[config.mk]
export PLATFORM = sky130hd
export DESIGN_NAME = carry_select_subtractor_16bit_pipe
export DESIGN_NICKNAME = d
export VERILOG_FILES = /design/src/rtl/css_pkg.sv /design/src/rtl/sub_select_slice_4bit.sv /design/src/rtl/carry_select_subtractor_16bit_pipe.sv
export SDC_FILE = /design/constraint.sdc
export NUM_CORES = 1
export LEC_CHECK = 0
export CAP_MARGIN = 20
export CORE_MARGIN = 5
export CORE_UTILIZATION = 35
export CTS_BUF_LIST = sky130_fd_sc_hd__clkbuf_16
export DETAILED_ROUTE_END_ITERATION = 16
export DONT_BUFFER_PORTS = 1
export GPL_TIMING_DRIVEN = 0
export PLACE_DENSITY = 0.56
export SYNTH_ARGS = -nofsm -noshare
export SYNTH_HDL_FRONTEND = slang
export SYNTH_SLANG_ARGS = --single-unit
[constraint.sdc]
create_clock -name clk -period 3.6 [get_ports clk]
set_input_delay 0.72 -clock clk [delete_from_list [all_inputs] [get_ports clk]]
set_output_delay 0.72 -clock clk [all_outputs]
set_load 0.05 [all_outputs]
[src/rtl/css_pkg.sv]
// css_pkg: shared constants and the per-stage pipeline register layout for
// the 16-bit carry-select subtractor. With CSS_FLAGS_EN defined the stage
// register also carries the zero/neg/ovf status flags.
package css_pkg;

   localparam int CSS_WIDTH   = 16;
   localparam int CSS_SLICE_W = 4;
   localparam int CSS_N_SLICE = 4;

   // One pipeline stage: valid, carry into the next slice, the difference
   // bits completed so far, and the operands (a and ~b) whose upper bits
   // are still to be consumed by later slices.
   typedef struct packed {
      logic                 v;
      logic                 carry;
      logic [CSS_WIDTH-1:0] diff;
      logic [CSS_WIDTH-1:0] a;
      logic [CSS_WIDTH-1:0] nb;
`ifdef CSS_FLAGS_EN
      logic                 zero;
      logic                 neg;
      logic                 ovf;
`endif
   } css_stage_t;

endpackage

[src/rtl/sub_select_slice_4bit.sv]
// sub_select_slice_4bit: combinational 4-bit carry-select slice. Adds a and
// the inverted subtrahend for both possible carry-in values and picks one
// with the carry registered by the previous pipeline stage.
module sub_select_slice_4bit
   import css_pkg::*;
(
   input  logic [CSS_SLICE_W-1:0] a,
   input  logic [CSS_SLICE_W-1:0] nb,
   input  logic                   sel,
   output logic [CSS_SLICE_W-1:0] diff,
   output logic                   cout
);

   logic [CSS_SLICE_W:0] sum0;
   logic [CSS_SLICE_W:0] sum1;

   // Evaluate both carry-in hypotheses, then let the late-arriving carry pick.
   always_comb begin
      sum0         = {1'b0, a} + {1'b0, nb};
      sum1         = {1'b0, a} + {1'b0, nb} + {{CSS_SLICE_W{1'b0}}, 1'b1};
      {cout, diff} = sel ? sum1 : sum0;
   end

endmodule

[src/rtl/carry_select_subtractor_16bit_pipe.sv]
// carry_select_subtractor_16bit_pipe: streaming a - b - bin with one 4-bit
// slice per pipeline stage, valid/ready handshake with a global stall.
// Optional feature macro: CSS_FLAGS_EN adds registered zero/neg/ovf outputs.
module carry_select_subtractor_16bit_pipe
   import css_pkg::*;
(
   input  logic                 clk,
   input  logic                 rst,
   input  logic                 in_valid,
   output logic                 in_ready,
   input  logic [CSS_WIDTH-1:0] a,
   input  logic [CSS_WIDTH-1:0] b,
   input  logic                 bin,
   output logic                 out_valid,
   input  logic                 out_ready,
   output logic [CSS_WIDTH-1:0] diff,
   output logic                 bout
`ifdef CSS_FLAGS_EN
   ,
   output logic                 zero,
   output logic                 neg,
   output logic                 ovf
`endif
);

   localparam int LAST = CSS_N_SLICE - 1;

   css_stage_t             pipe_q [CSS_N_SLICE];
   css_stage_t             pipe_d [CSS_N_SLICE];
   logic [CSS_SLICE_W-1:0] slice_diff [CSS_N_SLICE];
   logic                   slice_cout [CSS_N_SLICE];
   logic                   stall;
   logic                   accept;

   // Slice 0 ripples straight from the inputs with carry-in ~bin; the later
   // slices select on the carry held in the preceding stage register.
   generate
      for (genvar gi = 0; gi < CSS_N_SLICE; gi++) begin : g_slice
         if (gi == 0) begin : g_first
            assign {slice_cout[gi], slice_diff[gi]} =
               {1'b0, a[CSS_SLICE_W-1:0]} + {1'b0, ~b[CSS_SLICE_W-1:0]} +
               {{CSS_SLICE_W{1'b0}}, ~bin};
         end else begin : g_sel
            sub_select_slice_4bit u_slice (
               .a    (pipe_q[gi-1].a[gi*CSS_SLICE_W +: CSS_SLICE_W]),
               .nb   (pipe_q[gi-1].nb[gi*CSS_SLICE_W +: CSS_SLICE_W]),
               .sel  (pipe_q[gi-1].carry),
               .diff (slice_diff[gi]),
               .cout (slice_cout[gi])
            );
         end
      end
   endgenerate

   // Handshake plus next-state of every stage register.
   always_comb begin
      stall  = pipe_q[LAST].v && !out_ready;
      accept = in_valid && !stall;

      pipe_d[0]                        = '0;
      pipe_d[0].v                      = accept;
      pipe_d[0].carry                  = slice_cout[0];
      pipe_d[0].diff[CSS_SLICE_W-1:0]  = slice_diff[0];
      pipe_d[0].a                      = a;
      pipe_d[0].nb                     = ~b;

      for (int k = 1; k < CSS_N_SLICE; k++) begin
         pipe_d[k]                                 = pipe_q[k-1];
         pipe_d[k].carry                           = slice_cout[k];
         pipe_d[k].diff[k*CSS_SLICE_W +: CSS_SLICE_W] = slice_diff[k];
      end

`ifdef CSS_FLAGS_EN
      // Flags are formed from the completed difference as it enters the last
      // register; b[15] is recovered by re-inverting the carried ~b.
      pipe_d[LAST].zero = (pipe_d[LAST].diff == '0);
      pipe_d[LAST].neg  = pipe_d[LAST].diff[CSS_WIDTH-1];
      pipe_d[LAST].ovf  = (pipe_q[LAST-1].a[CSS_WIDTH-1] != ~pipe_q[LAST-1].nb[CSS_WIDTH-1]) &&
                          (pipe_d[LAST].diff[CSS_WIDTH-1] != pipe_q[LAST-1].a[CSS_WIDTH-1]);
`endif
   end

   // Stage registers: cleared on reset (carry=1 means "no borrow"), frozen
   // as a whole while the consumer stalls, otherwise all advance together.
   always_ff @(posedge clk) begin
      if (rst) begin
         for (int i = 0; i < CSS_N_SLICE; i++) begin
            pipe_q[i]       <= '0;
            pipe_q[i].carry <= 1'b1;
         end
      end else if (!stall) begin
         for (int i = 0; i < CSS_N_SLICE; i++) begin
            pipe_q[i] <= pipe_d[i];
         end
      end
   end

   assign in_ready  = !stall;
   assign out_valid = pipe_q[LAST].v;
   assign diff      = pipe_q[LAST].diff;
   assign bout      = ~pipe_q[LAST].carry;
`ifdef CSS_FLAGS_EN
   assign zero      = pipe_q[LAST].zero;
   assign neg       = pipe_q[LAST].neg;
   assign ovf       = pipe_q[LAST].ovf;
`endif

endmodule

# Word level (Yosys, flattened, before mapping)
# Memories as Yosys holds them, arrays and structs flattened.
# Index checks and enable logic that the tools add are counted.
[word_totals] mem_count=1 in_bits=37 reg_bits=0 ramBits=200
[op_classes] muxes=24 n_reduce_logical=4 n_addsub=8 bitwise=20
[memory_table] name="pipe_q" words=4 width=50 read_ports=4 rd_clocked_by_memory_dff=0 write_ports=4 line_no="carry_select_subtractor_16bit_pipe.sv:28" text="css_stage_t pipe_q [CSS_N_SLICE];"
[op_table] op="2-to-1 mux 48 bit" count=4
[op_table] op="adder 4 x 4 -> 5 bit" count=4
[op_table] op="2-to-1 mux 1 bit" count=17
[op_table] op="inverter 16 bit" count=1
[op_table] op="bitwise OR 1 bit" count=16
[op_table] op="adder 5 x 1 -> 5 bit (second input constant)" count=3
[op_table] op="2-to-1 mux 5 bit" count=3
[op_table] op="adder 5 x 1 -> 5 bit" count=1
[op_table] op="inverter 4 bit" count=1
[op_table] op="logical AND 1 bit" count=2
[op_table] op="zero test 1 bit" count=2
[op_table] op="inverter 1 bit" count=2

# Depth between registers and ports, before layout
# Gate-level depths: netlist of run 1.
[logic_depth] depth_word=6 depth_mapped=8

# By module
# A second synthesis of run 1 with hierarchy kept.
[hier_totals] cells_unflattened=391 area_unflattened_um2=4633.2
[by_module_without_submodules] module="carry_select_subtractor_16bit_pipe" cells_per_inst=289 seq_area_each_um2=2692.6 instances=1 area_per_inst_um2=3886.2
[by_module_without_submodules] module="sub_select_slice_4bit" cells_per_inst=34 seq_area_each_um2=0.0 instances=3 area_per_inst_um2=249.0

# Worst setup path before layout of run 1
# Ideal clock, no wire load.
[synth_timing] path_kind="input port to flip-flop" startpoint="input port rst" endpoint="memory pipe_q[0][10] in the netlist's numbering (enable)" required_ns=3.152 cell_stages=2 arrival_time_ns=2.895 setup_time_ns=0.448 setup_slack_ns=0.257 path_buffers=1 cell_sequence="clkbuf_1 nand2b_1"
[synth_rtl] item="start: declaration" line_no="carry_select_subtractor_16bit_pipe.sv:8" text="input logic rst,"
[synth_rtl] item="end: declaration" line_no="carry_select_subtractor_16bit_pipe.sv:28"

==> key figures, run 1 <==
Worst hold path
  • Worst hold path depth: 2
  • Hold_sp: pipe_q[3][38]$_SDFFE_PP0P_
  • Worst Hold Class: reg2reg

Synthesis
  • Ys Warns: 0
  • #FFs+latches synth: 96
  • Yosys top cell area share: 53.5%
  • Yosys top cell by area: edfxtp_1
  • Post-synth EDFFs: 77
  • Library cells used by synthesis: 43
  • Sequential share of the synthesized area: 62.3%
  • Mapped Avg Cell Area: 12.3 sq um
  • Main synth FF type: edfxtp_1
  • Synth cell count leaders: 77 x edfxtp_1, 52 x and2_1, 29 x nand2_1
  • Post-synth ARST share: 0%
  • Largest cells by area after synthesis: edfxtp_1 53%, dfxtp_1 8.8%, and2_1 7.5%
  • Most frequent cell after synthesis: edfxtp_1
  • Post-Syn Area: 4320 sq um
  • Net Count, Synth: 412
  • Post-Syn Instances: 352

Flow run
  • MaxCap Viol Count: 0

Global routing
  • GRT overflow: 0
  • Vias in the first global route: 2425
  • GRT Overall Usage: 10.7%
  • Largest net degree at the start of global routing: 72
  • Initial antenna violation count: 1
  • First-pass GRT wire length: 12000 microns

Timing
  • Crit path time final: 2.80 ns
  • Actual slew at the worst max-slew pin: 0.943 ns
  • Final Setup Violations: 0
  • Final WS setup: 0.805 ns
  • Highest clock rate: 358 MHz
  • Relative slew slack: 37.1%
  • RSZ-0062 raised after global routing: no
  • Max-slew violations: 0
  • Final worst path period share: 77.6%
  • Setup TNS: 0 ns
  • Worst Clk Skew: 0.00572 ns
  • Final hold vios: 0

Worst setup path
  • Worst EP required: 2.88 ns
  • CP max FO: 10
  • Reg2Reg Setup Slack: 1.33 ns
  • Crit. End Element: primary output
  • Setup crit start kind: flip-flop
  • R2R cell count: 4
  • Critical path class: reg2out
  • Crit path DAT: 2.08 ns
  • CP Launch Point: pipe_q[3][49]$_SDFFE_PP0P_
  • Reg-to-reg critical path startpoint: pipe_q[3][49]$_SDFFE_PP0P_

Cells and area
  • NumNets Final: 424
  • Max reg flops: 96
  • Non-Filler Instances: 538
  • Largest reg by FF count: pipe_q
  • Largest regs: pipe_q x96
  • Synth-to-layout area growth: 12.4%
  • Share of cells above drive strength 1: 10.6%
  • Post-route cell area: 4860 sq um

Die
  • Core area: 12100 sq um
  • Initial Utilization: 35.8%
  • Die Y: 121 microns
  • Die area: 14700 sq um
  • Die W: 121 microns
  • Top-Level Pins: 56
  • Rows: 40

Outcome
  • Status: finished clean

Clocking
  • Longest Clk Path Bufs: 2
  • H-tree depth: 3
  • Post-CTS Setup Bufs: 0
  • Post_cts resized: 0
  • Sink Count: 96
  • Reg clk slew, reported paths: 0.07 ns
  • CTS Hold Buffers Added: 0
  • Num CTS Buffers: 9
  • CTS tree: done
  • Root Buffer: clkbuf_16
  • Clock Latency Late Sink: 0.34 ns

Routing
  • Vias per inst: 4.46
  • Initial DRC count: 103
  • Routed wire length per instance: 13.7 microns
  • Vias: 2399
  • Residual DRC count: 0
  • Post-route ant nets: 0
  • Drt pass-1 iters: 4
  • Drt total wl: 7360 microns

Place
  • RD Place Congestion: 0.739
  • Placed insts: 521
  • Post-DP Area: 4570 sq um
  • Buffers on Ports: 0
  • Final HPWL DP: 5170 microns
  • Pre-CTS WS: 1.11 ns

Power
  • Combinational cell fraction of total power: 9.4%
  • P_int: 1.88 mW
  • Peak VDD IR: 0.224 mV
  • Reg power frac: 53.3%
  • Leakage: 2.03 nW
  • Pwr dens: 503 nW/um^2
  • Sw frac: 23.3%
  • Clock share of power: 37.3%
  • Switching pwr: 0.571 mW
-- stage by stage --
stage / hold slack, ns / utilization (%) / total power, mW
3_5_place_dp: 0.448 / 37.9 / 1.56
2_1_floorplan: 0.432 / - / 1.51
3_3_place_gp: 0.442 / 37.6 / 1.55
6_report: 0.452 / 40.3 / 2.45
5_1_grt: 0.468 / 40.3 / 2.57
4_1_cts: 0.456 / 40.3 / 2.48
-- cells in the final DEF (no fill, tap or decap), types with 10 or more instances in the layout --
cell,count
nor2_1,25
dfxtp_1,19
a21oi_1,27
clkbuf_1,12
nand2_1,29
buf_4,16
inv_1,10
ha_1,18
clkbuf_16,10
and2_1,52
edfxtp_1,77
-- cell families after synthesis --
family                   synth area share [%]
AO/OA/AOI/OAI                            6.74
XOR/XNOR                                 1.42
adder cells (fa/ha/maj)                  7.53
buffers and inverters                    4.89
flip-flops                               62.3
multiplexers                            0.695
AND/OR/NAND/NOR                          16.4
-- cell type report --
type                       instances  area [sq um]
inverter                          10          37.5
antenna                            1          2.50
multi-input combinational        216          1430
clock inverter                     6          40.0
buffer                            30           174
sequential                        96          2690
fill                            1147          7200
timing repair buffer               1          27.5
clock buffer                      10           250
tap                              168           210
-- worst paths after layout --
check / endpoint
worst max-delay path: in_ready
worst min-delay path: pipe_q[3][38]$_SDFFE_PP0P_
worst max register to register: pipe_q[0][24]$_DFFE_PP_
worst min register to register: pipe_q[3][38]$_SDFFE_PP0P_
-- worst max-delay path: stages, from the launching register on --
cell and delay [ns]:
dfxtp_1 0.47, nor2b_2 0.27, inv_1 0.24, buf_1 0.75
-- power groups by stage --
stage / clock (mW) / sequential (mW) / combinational [mW]
after global routing: 1.00 / 1.31 / 0.258
after floorplan: 0 / 1.32 / 0.191
final: 0.914 / 1.30 / 0.229
after global placement: 0 / 1.33 / 0.225
after CTS: 0.944 / 1.31 / 0.232
after detailed placement: 0 / 1.33 / 0.231
-- metal layers --
layer,share of wire (%),global-route usage (%),vias to the layer above
li1,-,-,1245
met1,46,13.6,1085
met4,1.2,3.99,0
met2,46,16.6,64
met5,0,0,-
met3,7.0,4.10,5
Note: power is estimated with default switching activity, not from simulation.
==> run 2: changes to the inputs <==
- PLACE_DENSITY: 0.56 -> 0.58
- clock period: 3.6 -> 2.3 ns (I/O delays scaled with it)
==> run 2 against run 1 <==
Combinational power rose by 55%. Routed wire length down 1.3%. Total power grew 57%. First-iteration DRC count increased by 19%. Highest routed layer unchanged. Clock skew rose by 0.0016 ns. Register-to-register slack lost 1.2 ns. Critical path depth unchanged. Worst setup slack lost 0.63 ns.
==> key figures, run 2 (synthesis gave the netlist of run 1 again) <==
Outcome
  • Status: finished clean

Clocking
  • CTS tree: done
  • Num CTS Buffers: 9 (unchanged)
  • H-tree depth: 3 (unchanged)
  • Clock Latency Late Sink: 0.33 ns (about the same)
  • Longest Clk Path Bufs: 2 (unchanged)
  • Root Buffer: clkbuf_16
  • Sink Count: 96 (unchanged)
  • Reg clk slew, reported paths: 0.07 ns (about the same)

Power
  • Sw frac: 22.6% (-0.72 points)
  • P_int: 2.98 mW (+59%)
  • Combinational cell fraction of total power: 9.2% (-0.2 points)
  • Pwr dens: 793 nW/um^2 (+58%)
  • Peak VDD IR: 0.301 mV (+35%)
  • Clock share of power: 37.7% (+0.4 points)
  • Switching pwr: 0.871 mW (+53%)
  • Reg power frac: 53.1% (-0.2 points)
  • Leakage: 2.04 nW (about the same)

Timing
  • RSZ-0062 raised after global routing: no
  • Final worst path period share: 92.5%
  • Max-slew violations: 0 (unchanged)
  • Final Setup Violations: 0 (unchanged)
  • Worst Clk Skew: 0.00734 ns (+0.00163 ns)
  • Crit path time final: 2.13 ns
  • Actual slew at the worst max-slew pin: 0.540 ns (-0.404 ns)
  • Relative slew slack: 64.0% (+27 points)
  • Final hold vios: 0 (unchanged)
  • Highest clock rate: 470 MHz

Place
  • Buffers on Ports: 0 (unchanged)
  • Post-DP Area: 4540 sq um (-0.60%)
  • Final HPWL DP: 5090 microns (-1.4%)
  • RD Place Congestion: 0.742 (+0.38%)

Routing
  • Drt total wl: 7260 microns (-1.3%)
  • Drt pass-1 iters: 4 (unchanged)
  • Vias per inst: 4.43 (-0.73%)
  • Post-route ant nets: 0 (unchanged)
  • Initial DRC count: 123 (+19%)
  • Vias: 2377 (-0.92%)
  • Routed wire length per instance: 13.5 microns (-1.1%)
  • Residual DRC count: 0 (unchanged)

Cells and area
  • Largest regs: pipe_q x96
  • Fillers: 1177 (+2.6%)
  • Fin util: 40.2% (-0.052 points)
  • Multi-input gate area: 1440 sq um (+0.96%)
  • Post-route cell area: 4850 sq um (-0.13%)
  • FF+latch area: 2690 sq um (about the same)
  • Max reg flops: 96 (unchanged)
  • NumNets Final: 424 (unchanged)
  • Most frequent cells in the layout: 77 x edfxtp_1, 52 x and2_1, 29 x nand2_1
  • Share of cells above drive strength 1: 10.8% (+0.27 points)
  • Commonest non-fill, non-tap cell in the layout: edfxtp_1
  • Diodes inserted: 0 (-1)
  • Synth-to-layout area growth: 12.3%
  • Largest reg by FF count: pipe_q

Worst setup path
  • Setup crit start kind: flip-flop
  • Critical path class: reg2out
  • FF-to-FF End: pipe_q[3][47]$_SDFFE_PP0P_
  • Reg-to-reg critical path startpoint: pipe_q[2][12]$_SDFFCE_PN0P_
  • Crit path DAT: 1.67 ns (-0.41 ns)
  • R2R cell count: 6 (+2)
  • Worst EP required: 1.84 ns (-1.04 ns)
  • CP max FO: 10 (unchanged)
  • Reg2Reg Setup Slack: 0.18 ns (-1.15 ns)
  • Crit. End Element: primary output

Die
  • Die W: 121 microns (unchanged)
  • Die area: 14700 sq um (unchanged)
  • Rows: 40 (unchanged)
  • Top-Level Pins: 56 (unchanged)
  • Die Y: 121 microns (unchanged)
  • Initial Utilization: 35.8% (unchanged)
  • Core area: 12100 sq um (unchanged)

Worst hold path
  • Worst hold path depth: 1 (-1)
  • Hold Path End: pipe_q[0][12]$_DFFE_PP_
  • Hold_sp: b[12]
  • Worst Hold Class: in2reg

Global routing
  • Vias in the first global route: 2421 (-0.16%)
  • GRT overflow: 0 (unchanged)
  • Initial antenna violation count: 0 (-1)
  • GRT Overall Usage: 10.5% (-0.21 points)
  • First-pass GRT wire length: 11900 microns (-0.86%)
  • Largest net degree at the start of global routing: 40 (-44%)

Flow run
  • MaxCap Viol Count: 0 (unchanged)
[run 2: how the worst max path moves through the flow]
| stage | startpoint | to | slack (ns) | cells past startpoint |
|---|---|---|---|---|
| 2_1_floorplan | pipe_q[3][49]$_SDFFE_PP0P_ | pipe_q[0][10]$_DFFE_PP_ | 0.17 | 3 |
| 3_3_place_gp | pipe_q[3][49]$_SDFFE_PP0P_ | pipe_q[0][26]$_DFFE_PP_ | -0.32 | 3 |
| 3_5_place_dp | pipe_q[3][49]$_SDFFE_PP0P_ | pipe_q[0][26]$_DFFE_PP_ | -0.35 | 3 |
| 4_1_cts | pipe_q[3][49]$_SDFFE_PP0P_ | pipe_q[0][7]$_DFFE_PP_ | 0.01 | 3 |
| 5_1_grt | pipe_q[2][12]$_SDFFCE_PN0P_ | pipe_q[3][47]$_SDFFE_PP0P_ | 0.05 | 6 |
| 6_report | pipe_q[3][49]$_SDFFE_PP0P_ | in_ready | 0.17 | 3 |
[run 2: critical path: stages, from the launching register on]
cell	delay (ns)
dfxtp_2	0.49
nor2b_2	0.32
inv_1	0.20
buf_2	0.31
[run 2: layout make-up]
| cell class | count | share of cell area (%) |
|---|---|---|
| plain buffers | 30 | 3.63 |
| clock buffers | 9 | 4.64 |
| clock inverters | 7 | 1.47 |
| inverters | 10 | 0.773 |
| multi-input cells | 217 | 29.7 |
| flip-flops and latches | 96 | 55.5 |
| well taps | 168 | 4.33 |
[run 2: per-layer routing]
metal	vias up	GRT usage [%]	part of all wire, %
li1	1240	-	-
met1	1081	13.5	47
met2	51	16.0	45
met3	5	3.54	6.8
met4	0	4.62	1.2
met5	-	0	0
[run 2: repair_timing]
| item | 4_1_cts | 5_1_grt |
|---|---|---|
| hold endpoints to repair | 0 | 0 |
| setup endpoints to repair | 78 | 77 |
| buffers inserted | 0 | 0 |
| pin swaps | 0 | 0 |
| resized for setup | 6 | 2 |
| cloned | 1 | 0 |
| hold buffers | 0 | 0 |
[run 2: stage by stage]
stage	setup slack [ns]	instances	hold slack, ns	power, mW	TNS, ns
final	0.172	537	0.309	3.85	0
after global routing	0.0527	537	0.292	4.02	0
after CTS	0.0136	537	0.296	3.90	0
after detailed placement	-0.354	520	0.447	2.44	-26.96
after global placement	-0.323	520	0.442	2.43	-24.65
after floorplan	0.174	352	0.432	2.37	0
[run 2: power groups by stage]
stage / clock (mW) / sequential [mW] / combinational [mW]
3_3_place_gp: 0 / 2.08 / 0.351
5_1_grt: 1.56 / 2.06 / 0.401
3_5_place_dp: 0 / 2.08 / 0.356
4_1_cts: 1.49 / 2.05 / 0.361
6_report: 1.45 / 2.04 / 0.354
2_1_floorplan: 0 / 2.07 / 0.300
==> run 3: changes to the inputs <==
- ABC_CLOCK_PERIOD_IN_PS: default -> 2300
==> results of run 3 <==
The final DEF is identical to that of run 2; final timing and power are the same.
